## config.mk

```make
export PLATFORM = sky130hd
export DESIGN_NAME = processor_controller
export DESIGN_NICKNAME = d
export VERILOG_FILES = /design/src/rtl/processor_controller.sv
export SDC_FILE = /design/constraint.sdc
export NUM_CORES = 1
export LEC_CHECK = 0
export CORE_MARGIN = 5
export CORE_UTILIZATION = 44
export CTS_BUF_LIST = sky130_fd_sc_hd__clkbuf_4
export DETAILED_ROUTE_END_ITERATION = 7
export HOLD_SLACK_MARGIN = 0.02
export PLACE_DENSITY = 0.83
export SLEW_MARGIN = 20
export SYNTH_ARGS = -nofsm -noshare
export SYNTH_HDL_FRONTEND = slang
export SYNTH_SLANG_ARGS = --single-unit
```

## constraint.sdc

```tcl
create_clock -name CLOCK_50 -period 2.9 [get_ports CLOCK_50]
set_input_delay 0.435 -clock CLOCK_50 [delete_from_list [all_inputs] [get_ports CLOCK_50]]
set_output_delay 0.435 -clock CLOCK_50 [all_outputs]
set_load 0.01 [all_outputs]
```

## src/rtl/processor_controller.sv

```systemverilog
// processor_controller: timestep sequencer and decoder for the 10-bit processor.
// Optional build macro CTRL_ILLEGAL_TRAP_EN turns illegal opcodes into a sticky trap.
module processor_controller (
    input  logic       CLOCK_50,
    input  logic       rst,
    input  logic       run,
    input  logic [9:0] instr_in,
    output logic       ext_out,
    output logic       imm_out,
    output logic [9:0] imm_value,
    output logic [3:0] rin,
    output logic [3:0] rout,
    output logic       a_load,
    output logic       g_load,
    output logic       g_out,
    output logic [3:0] alu_fn,
    output logic       done,
    output logic [1:0] timestep,
    output logic       illegal
);
    typedef enum logic [1:0] {
        T0 = 2'd0,
        T1 = 2'd1,
        T2 = 2'd2,
        T3 = 2'd3
    } tstep_t;

    tstep_t     r_t;
    logic [9:0] r_ir;

    logic [1:0] w_cls;
    logic [1:0] w_x;
    logic [1:0] w_y;
    logic [3:0] w_op;
    logic [3:0] w_rx;
    logic [3:0] w_ry;
    logic       w_ill;
    logic       w_imm;
    logic       w_ld;
    logic       w_cp;
    logic       w_alu1;
    logic [1:0] w_len;
    logic       w_last;
    logic       w_halt;
    logic       w_ill_done;

    assign w_cls = r_ir[9:8];
    assign w_x   = r_ir[7:6];
    assign w_y   = r_ir[5:4];
    assign w_op  = r_ir[3:0];
    assign w_rx  = 4'b0001 << w_x;
    assign w_ry  = 4'b0001 << w_y;

    assign w_ill  = (w_cls == 2'b01)
                 || (w_cls == 2'b00 && w_op[3:2] == 2'b11);
    assign w_imm  = w_cls[1];
    assign w_ld   = (w_cls == 2'b00) && (w_op == 4'd0);
    assign w_cp   = (w_cls == 2'b00) && (w_op == 4'd1);
    assign w_alu1 = (w_cls == 2'b00)
                 && (w_op == 4'd4 || w_op == 4'd5);

    // Number of execute steps after T0; the last one is the done step.
    always_comb begin
        w_len = 2'd3;
        if (w_ill || w_ld || w_cp)
            w_len = 2'd1;
        else if (w_alu1)
            w_len = 2'd2;
    end

    assign w_last    = (r_t != T0) && (r_t == tstep_t'(w_len));
    assign timestep  = r_t;
    assign imm_value = {4'b0000, r_ir[5:0]};

`ifdef CTRL_ILLEGAL_TRAP_EN
    logic r_trap;

    always_ff @(posedge CLOCK_50 or posedge rst) begin
        if (rst)
            r_trap <= 1'b0;
        else if (r_t == T1 && w_ill)
            r_trap <= 1'b1;
    end

    assign w_halt     = r_trap;
    assign w_ill_done = 1'b0;
    assign illegal    = r_trap | (r_t == T1 && w_ill);
`else
    assign w_halt     = 1'b0;
    assign w_ill_done = 1'b1;
    assign illegal    = 1'b0;
`endif

    always_ff @(posedge CLOCK_50 or posedge rst) begin
        if (rst) begin
            r_t  <= T0;
            r_ir <= '0;
        end else begin
            unique case (r_t)
                T0: begin
                    if (run && !w_halt) begin
                        r_ir <= instr_in;
                        r_t  <= T1;
                    end
                end
                default: begin
                    if (w_last)
                        r_t <= T0;
                    else
                        r_t <= tstep_t'(r_t + 2'd1);
                end
            endcase
        end
    end

    always_comb begin
        ext_out = 1'b0;
        imm_out = 1'b0;
        rin     = '0;
        rout    = '0;
        a_load  = 1'b0;
        g_load  = 1'b0;
        g_out   = 1'b0;
        alu_fn  = '0;
        done    = 1'b0;
        if (w_last) begin
            if (w_ill) begin
                done = w_ill_done;
            end else if (w_ld) begin
                ext_out = 1'b1;
                rin     = w_rx;
                done    = 1'b1;
            end else if (w_cp) begin
                rout = w_ry;
                rin  = w_rx;
                done = 1'b1;
            end else begin
                g_out = 1'b1;
                rin   = w_rx;
                done  = 1'b1;
            end
        end else if (r_t == T1) begin
            if (w_alu1) begin
                rout   = w_ry;
                g_load = 1'b1;
                alu_fn = w_op;
            end else begin
                rout   = w_rx;
                a_load = 1'b1;
            end
        end else if (r_t == T2) begin
            g_load = 1'b1;
            // Immediate class: class bit 0 picks sub (0011) over add (0010).
            if (w_imm) begin
                imm_out = 1'b1;
                alu_fn  = {3'b001, w_cls[0]};
            end else begin
                rout   = w_ry;
                alu_fn = w_op;
            end
        end
    end
endmodule

```

-- Word level (Yosys, flattened, before mapping)
Cells that the tools add are included.
- register bits: 12
- input bits: 13
- output and inout bits: 31
- logic and storage cells: 67
- add/subtract/negate cells: 1
- equality and inequality tests: 9
- shifts and indexed selects: 2
- multiplexer cells: 39
- reductions and logical operators: 14
- operator list (kind ; count):
    $mux 4 ; 15
    $mux 1 ; 20
    $eq 4x3->1 const B ; 2
    $mux 2 ; 4
    $shl 1x2->4 const A ; 2
    $logic_and 1x1->1 ; 5
    $eq 2x1->1 const B ; 2
    $eq 2x2->1 const B ; 2
    $eq 4x1->1 const B ; 1
    $logic_not 2->1 ; 2
    $logic_not 4->1 ; 1
    $logic_or 1x1->1 ; 4
    $add 2x1->2 const B ; 1
    $eq 2x2->1 ; 1
    $ne 2x2->1 const B ; 1
    $reduce_and 2->1 ; 1
    $reduce_bool 2->1 ; 1

-- Logic depth before layout (Yosys ltp)
Gate-level depths: netlist of the first run.
- depth in word-level cells: 10
- depth in mapped cells: 7
- mapped depth without buffers: 7

-- Worst setup path after synthesis of the first run
OpenSTA, ideal clock, no wires.
- path kind: register to output
- from: register r_ir[9]
- to: output port rin[0]
- arrival: 2145 ps
- required time: 2465 ps
- slack: 320 ps
- cell stages (with the launch flop): 7
- buffers on the path: 1
- cells stage by stage: dfrtp_1 buf_6 nor4_4 nand3_2 a2111oi_4 nor2_4 nor4_1
- word-level cells in the longest chain between the ends: 9
- elaborated cells on any way between the ends: 15
- those cells by class: eq/ne: 2; mux: 4; reduce/logical: 9
- ends and longest elaborated chain (element ; line ; RTL):
    start: declaration ; 29 ; logic [9:0] r_ir;
    start signal: assignment ; 102 ; r_ir <= instr_in;
    $logic_not 2->1 ; -- ;
    $logic_and 1x1->1 ; 55 ; || (w_cls == 2'b00 && w_op[3:2] == 2'b11);
    $logic_or 1x1->1 ; 55 ;
    $logic_or 1x1->1 (2 in series) ; 65 ; if (w_ill || w_ld || w_cp)
    $mux 2 ; 65 ;
    $eq 2x2->1 ; 71 ; assign w_last = (r_t != T0) && (r_t == tstep_t'(w_len));
    $logic_and 1x1->1 ; 71 ;
    $mux 4 (*) ; 126 ; if (w_last) begin
    end: declaration ; 11 ; output logic [3:0] rin,
Mark *: on every way between the ends. The rest lies on a longest branch, timed or not.

-- Final worst setup path of the first run
- from: register r_ir[3]
- to: output port rout[3]
- word-level cells in the longest chain between the ends: 9
- elaborated cells on any way between the ends: 23
- those cells by class: eq/ne: 5; mux: 8; reduce/logical: 10
- ends and longest elaborated chain (element ; line ; RTL):
    $eq 2x2->1 ; 55 ;
    $logic_and 1x1->1 ; 55 ;
    $logic_or 1x1->1 ; 55 ;
    $logic_or 1x1->1 (2 in series) ; 65 ;
    $mux 2 ; 65 ;
    $eq 2x2->1 ; 71 ;
    $logic_and 1x1->1 ; 71 ;
    $mux 4 (*) ; 126 ;
    end: declaration ; 12 ; output logic [3:0] rout,
Marks and branches as above.

==> results.md, run 1 <==
- Outcome: completed
- Worst-path clk slew: 80 ps
- Mean post-synth cell area: 9.36 um^2
- Yosys warnings: 0
- Crit-path leading delay family: simple AND/OR/NAND/NOR gates
- Number of max-cap violations: 0
- CTS tree: yes
- Buffers on Ports: 38
- Seq/Total Area, Yosys: 0.276
- Root Driver: clkbuf_4
- Hpwl dp: 2.20 mm
- Antenna violations before repair: 0
- Crit Path Category: register to output pin
- Total global-route track usage: 0.173
- Routed Antenna Nets: 0
- Worst hold slack: 474 ps
- CTS Sinks: 12
- Asr flop ratio synth: 1.00
- Tcrit/Tclk final: 0.972
- Clock period minus worst slack: 2820 ps
- CP required: 2470 ps
- CTS buffer count: 3
- Crit path max fanout: 8
- Top cells by area, synth: dfrtp_1 28%, mux2_2 10%, buf_4 8.3%
- Final WS setup: 80.9 ps
- Dpl cell area: 1460 um^2
- First-pass GRT wire length: 4.69 mm
- Row count: 18
- DRC Markers: 0
- Fin Setup TNS: 0 ps
- Cell variety after synth: 42
- Core area: 2410 um^2
- Worst path bufs/invs: 2
- Die height: 59.7 um
- Post-Syn Instances: 116
- Share of layout cells above drive strength 1: 0.337
- Achievable clock frequency: 0.355 GHz
- Dpl ws: 85.4 ps
- Area leader, netlist: dfrtp_1
- Clk buf depth: 2
- Initial DRC count: 68
- Post-synth EDFFs: 0
- Crit path cell chain: nor4_4, nand3_2, a2111oi_4, nor2_4, clkinv_4, mux2_4, clkdlybuf4s15_1
- Cts hold-fix bufs: 0
- Skew-Pair Late Insertion Delay: 280 ps
- Top FF cell, synth: dfrtp_1
- Leak: 0.789 nW
- Startpoint types: register
- Final Total Pwr: 0.00180 W
- Routed vias: 1152
- # H-tree levels: 1
- Post-Synthesis Cell Area: 1090 um^2
- HP Class: input port to asynchronous set/reset pin
- ANT cells: 0
- Fill cell count: 194
- DR vias/cell: 5.79
- Top-area cell type share of the netlist area: 0.276
- Total Wirelength: 3.22 mm
- Final Cell Area: 1600 um^2
- #FFs+latches synth: 12
- Pin count of the biggest net entering global routing: 13
- Max incr delay on CP: 450 ps
- Io pins: 44
- Vias in the first global route: 1082
- Final Hold Viols: 0
- Worst Setup End Kind: output pin
- Skew final: 3.05 ps
- Fin. max-slew vios: 0
- Die Area: 3560 um^2
- Starting Density: 0.451
- Critical Path AT: 2380 ps
- Pwr dens: 1130 nW/um^2
- Finish-stage setup viols: 0
- First-pass DRT Iterations: 4
- Chip Width: 59.7 um
- Area growth from synthesis to final layout: 46.9%
- GPL Wtd Cong: 0.865
- GRT overflow: 0
- Slowest CP cell: a2111oi_4
- WL/cell: 16.2 um
- Final net count: 186
- Peak supply drop: 0.727 mV
## cell type report
type	count	area [um^2]	share of cell area
clock inverters	1	3.75	0.00235
multi-input cells	83	654	0.410
repair buffers	61	536	0.336
inverters	9	38.8	0.0243
flip-flops and latches	12	303	0.190
clock buffers	3	22.5	0.0141
well taps	30	37.5	0.0235
## per-layer routing
metal | global-route usage | share of wire | vias to the layer above
met5 | 0 | 0 | -
met4 | 0.0696 | 0.018 | 0
met3 | 0.0281 | 0.10 | 9
met2 | 0.310 | 0.49 | 75
met1 | 0.202 | 0.39 | 551
li1 | - | - | 517
## repair_timing
action | CTS | global route
gates cloned | 0 | 0
buffers inserted | 5 | 9
pin swaps | 3 | 4
endpoints found under the setup margin | 16 | 11
resized for setup | 15 | 26
## through the flow
step | instances | util
detailed placement | 181 | 0.605
global placement | 181 | 0.605
global route | 199 | 0.662
finish | 199 | 0.662
floorplan | 120 | -
CTS | 190 | 0.633
## cell usage after synthesis (2+ instances only)
cell       number
a31oi_1         2
a21oi_1         3
nand2_1         7
and3_1          2
o21ai_0         5
or3_1           2
ha_1            3
nor4_1          3
buf_4          12
nor3_1          3
o2111ai_1       3
a21o_2          2
buf_6           2
dfrtp_1        12
mux2_2         10
nand3b_1        2
o211ai_1        3
clkbuf_4        2
nor2_1          6
inv_1           8
nor3b_1         3
## path summary, 6_finish.rpt
path	start	end	slack [ps]	depth (start not counted)
min in group CLOCK_50	timestep[0]	timestep[0]	610	1
worst max-delay path	r_ir[3]	rout[3]	80	7
worst max register to register	r_ir[1]	timestep[1]	1130	6
worst min register to register	timestep[0]	timestep[0]	610	1
worst min-delay path	rst	r_ir[0]	470	2
max in group asynchronous	rst	r_ir[1]	2060	2
## kinds of logic after synthesis
group / share of synthesized area
and+or+nand+nor: 0.215
DFF: 0.276
adders and majority gates: 0.0346
AOI/OAI and AO/OA: 0.182
muxes: 0.127
xor gates and xnor gates: 0.00807
buffers and inverters: 0.153
other: 0.00345
## sequential cells by signal, indices dropped and copies added, names as in the netlist
register  count
r_ir         10
timestep      2
## power by group
part | internal, W | total (W) | switching (W)
logic | 0.000658 | 0.00129 | 0.000630
clock network | 0.0000501 | 0.000112 | 0.0000618
registers | 0.000256 | 0.000396 | 0.000139
total | 0.000965 | 0.00180 | 0.000831
## placed cells by master (no fill, tap or decap), types with 5 or more instances in the layout
| master | instances |
|---|---|
| inv_1 | 8 |
| nor2_1 | 6 |
| conb_1 | 5 |
| nand2_1 | 7 |
| o21ai_0 | 5 |
| dlymetal6s2s_1 | 6 |
| clkbuf_2 | 6 |
| mux2_2 | 10 |
| clkdlybuf4s50_1 | 22 |
| dfrtp_1 | 10 |
| buf_4 | 23 |
Note: power is estimated with default switching activity, not from simulation.
==> run 2: changes to the inputs <==
- CORE_UTILIZATION: 44 -> 48
- HOLD_SLACK_MARGIN: 0.02 -> 0.12
- PLACE_DENSITY: 0.83 -> 0.9
- clock period: 2.9 -> 3.3 ns (I/O delays scaled with it)
==> run 2 against run 1 <==
Against the previous run: register-to-register slack better by 350 ps; critical path depth unchanged; cell area is 8.8% lower; routed wire length is 11% lower; sequential share of layout area up 1.8 points; hold slack improved by 55 ps; via count is 12% lower; critical path type unchanged.
==> results.md, run 2 (synthesis results as in run 1) <==
- Vias in the first global route: 1043
- Skew final: 2.39 ps
- Initial DRC count: 34
- CTS tree: yes
- Pin count of the biggest net entering global routing: 13
- WL/cell: 16.3 um
- Area occupied by multi-input gates: 658 um^2
- GRT overflow: 0
- Seq pwr share: 0.274
- Startpoint types: register
- CTS Sinks: 12
- Chip Width: 57.6 um
- Achievable clock frequency: 0.313 GHz
- First-pass DRT Iterations: 5
- Max incr delay on CP: 480 ps
- Routed vias: 1017
- ANT cells: 0
- Final net count: 165
- Crit path cell chain: or3_1, a21o_2, nor3_4, nor2_4, inv_6, mux2_4, clkdlybuf4s50_1
- Cts hold-fix bufs: 0
- Row count: 17
- Io pins: 44
- Worst hold slack: 529 ps
- Max FFs per register: 10
- Register area: 303 um^2
- Routed Antenna Nets: 0
- Number of max-cap violations: 0
- Commonest non-fill, non-tap cell in the layout: clkdlybuf4s50_1
- # H-tree levels: 1
- Clk buf depth: 2
- Crit Path Category: register to output pin
- Core area: 2190 um^2
- CTS buffer count: 3
- Die Area: 3310 um^2
- Root Driver: clkbuf_4
- Post-Layout Cell Count: 175
- Clock share of power: 0.067
- First-pass GRT wire length: 4.71 mm
- Final Hold Viols: 0
- DR vias/cell: 5.81
- Most used cells in the layout excluding fill and tap cells: 37 x clkdlybuf4s50_1, 10 x mux2_2, 10 x dfrtp_1
- Hpwl dp: 2.19 mm
- Clock period minus worst slack: 3200 ps
- Logic pwr share: 0.659
- Total Wirelength: 2.85 mm
- Antenna violations before repair: 0
- Share of layout cells above drive strength 1: 0.211
- Leak: 0.578 nW
- Dpl ws: 350 ps
- GPL Wtd Cong: 0.842
- Fill cell count: 160
- Pwr dens: 955 nW/um^2
- Worst Setup End Kind: output pin
- HP Class: input port to asynchronous set/reset pin
- Slowest CP cell: clkdlybuf4s50_1
- Total global-route track usage: 0.182
- Finish-stage setup viols: 0
- DRC Markers: 0
- Fin. max-slew vios: 0
- Starting Density: 0.496
- Sw Share: 0.481
- Fin Setup TNS: 0 ps
- Peak supply drop: 0.632 mV
- Tcrit/Tclk final: 0.969
- Net Switching: 0.000668 W
- Inst Count DP: 172
- Final WS setup: 103 ps
- Outcome: completed
- RSZ-0062 raised after global routing: false
- Critical Path AT: 2700 ps
- Buffers on Ports: 38
- P_int: 0.000721 W
- Area growth from synthesis to final layout: 34.0%
- Crit path max fanout: 9
- Worst-path clk slew: 70 ps
- Die height: 57.6 um
- CP required: 2800 ps
- Top reg by flops: r_ir
- Skew-Pair Late Insertion Delay: 280 ps
## run 2: cell count changes in the layout (fill, tap and decap cells not counted), sizes merged
cell	before	now
clkbuf	9	3
clkdlybuf4s15	2	0
dlymetal6s2s	6	1
clkinv	2	0
buf	23	2
clkdlybuf4s50	22	37
inv	8	9
dlygate4sd2	2	0
## run 2: path summary, 6_finish.rpt
path                              from           to  slack [ps]  depth (start not counted)
min                                rst      r_ir[0]         530                          2
min reg2reg                timestep[0]  timestep[0]         620                          1
min in group CLOCK_50      timestep[0]  timestep[0]         620                          1
max in group asynchronous          rst      r_ir[2]        2420                          2
max reg2reg                timestep[1]      r_ir[2]        1480                          4
max                            r_ir[3]      rout[3]         100                          7
## run 2: power by group through the flow
stage                     logic (W)  registers [W]  clock network, W
after global placement     0.000851       0.000365                 0
after floorplan            0.000676       0.000304                 0
after global routing       0.000986       0.000402         0.0000998
final                      0.000915       0.000380         0.0000934
after CTS                  0.000889       0.000369         0.0000939
after detailed placement   0.000879       0.000373                 0
## run 2: final cells by class
cell class                      count  area share
Clock buffer                        3      0.0155
Sequential cell                    12       0.208
Timing Repair Buffer               40       0.273
Inverter                            9      0.0267
Multi-Input combinational cell     83       0.452
Tap cell                           28      0.0241
## run 2: routing by layer
metal | vias up | routed length [um] | track usage
li1 | 471 | - | -
met1 | 477 | 1120 | 0.200
met2 | 64 | 1380 | 0.311
met3 | 5 | 317 | 0.0588
met4 | 0 | 39 | 0.0927
met5 | - | 0 | 0
## run 2: metrics by stage
stage	total power, W	utilization	cell area (um^2)
finish	0.00139	0.664	1460
global route	0.00149	0.664	1460
CTS	0.00135	0.651	1430
detailed placement	0.00125	0.641	1400
global placement	0.00122	0.641	1400
floorplan	0.000979	-	1100
## run 2: what timing repair did
| action | CTS | global route |
|---|---|---|
| buffers inserted | 0 | 0 |
| setup endpoints to repair | 0 | 14 |
| gates resized for setup | 0 | 8 |
## run 2: critical path: cells and delay by family, from the launching register on
kind,cells,cell delay (ps)
compound gates,1,260
buf+inv,2,600
flops,1,450
mux,1,300
simple gates,3,800
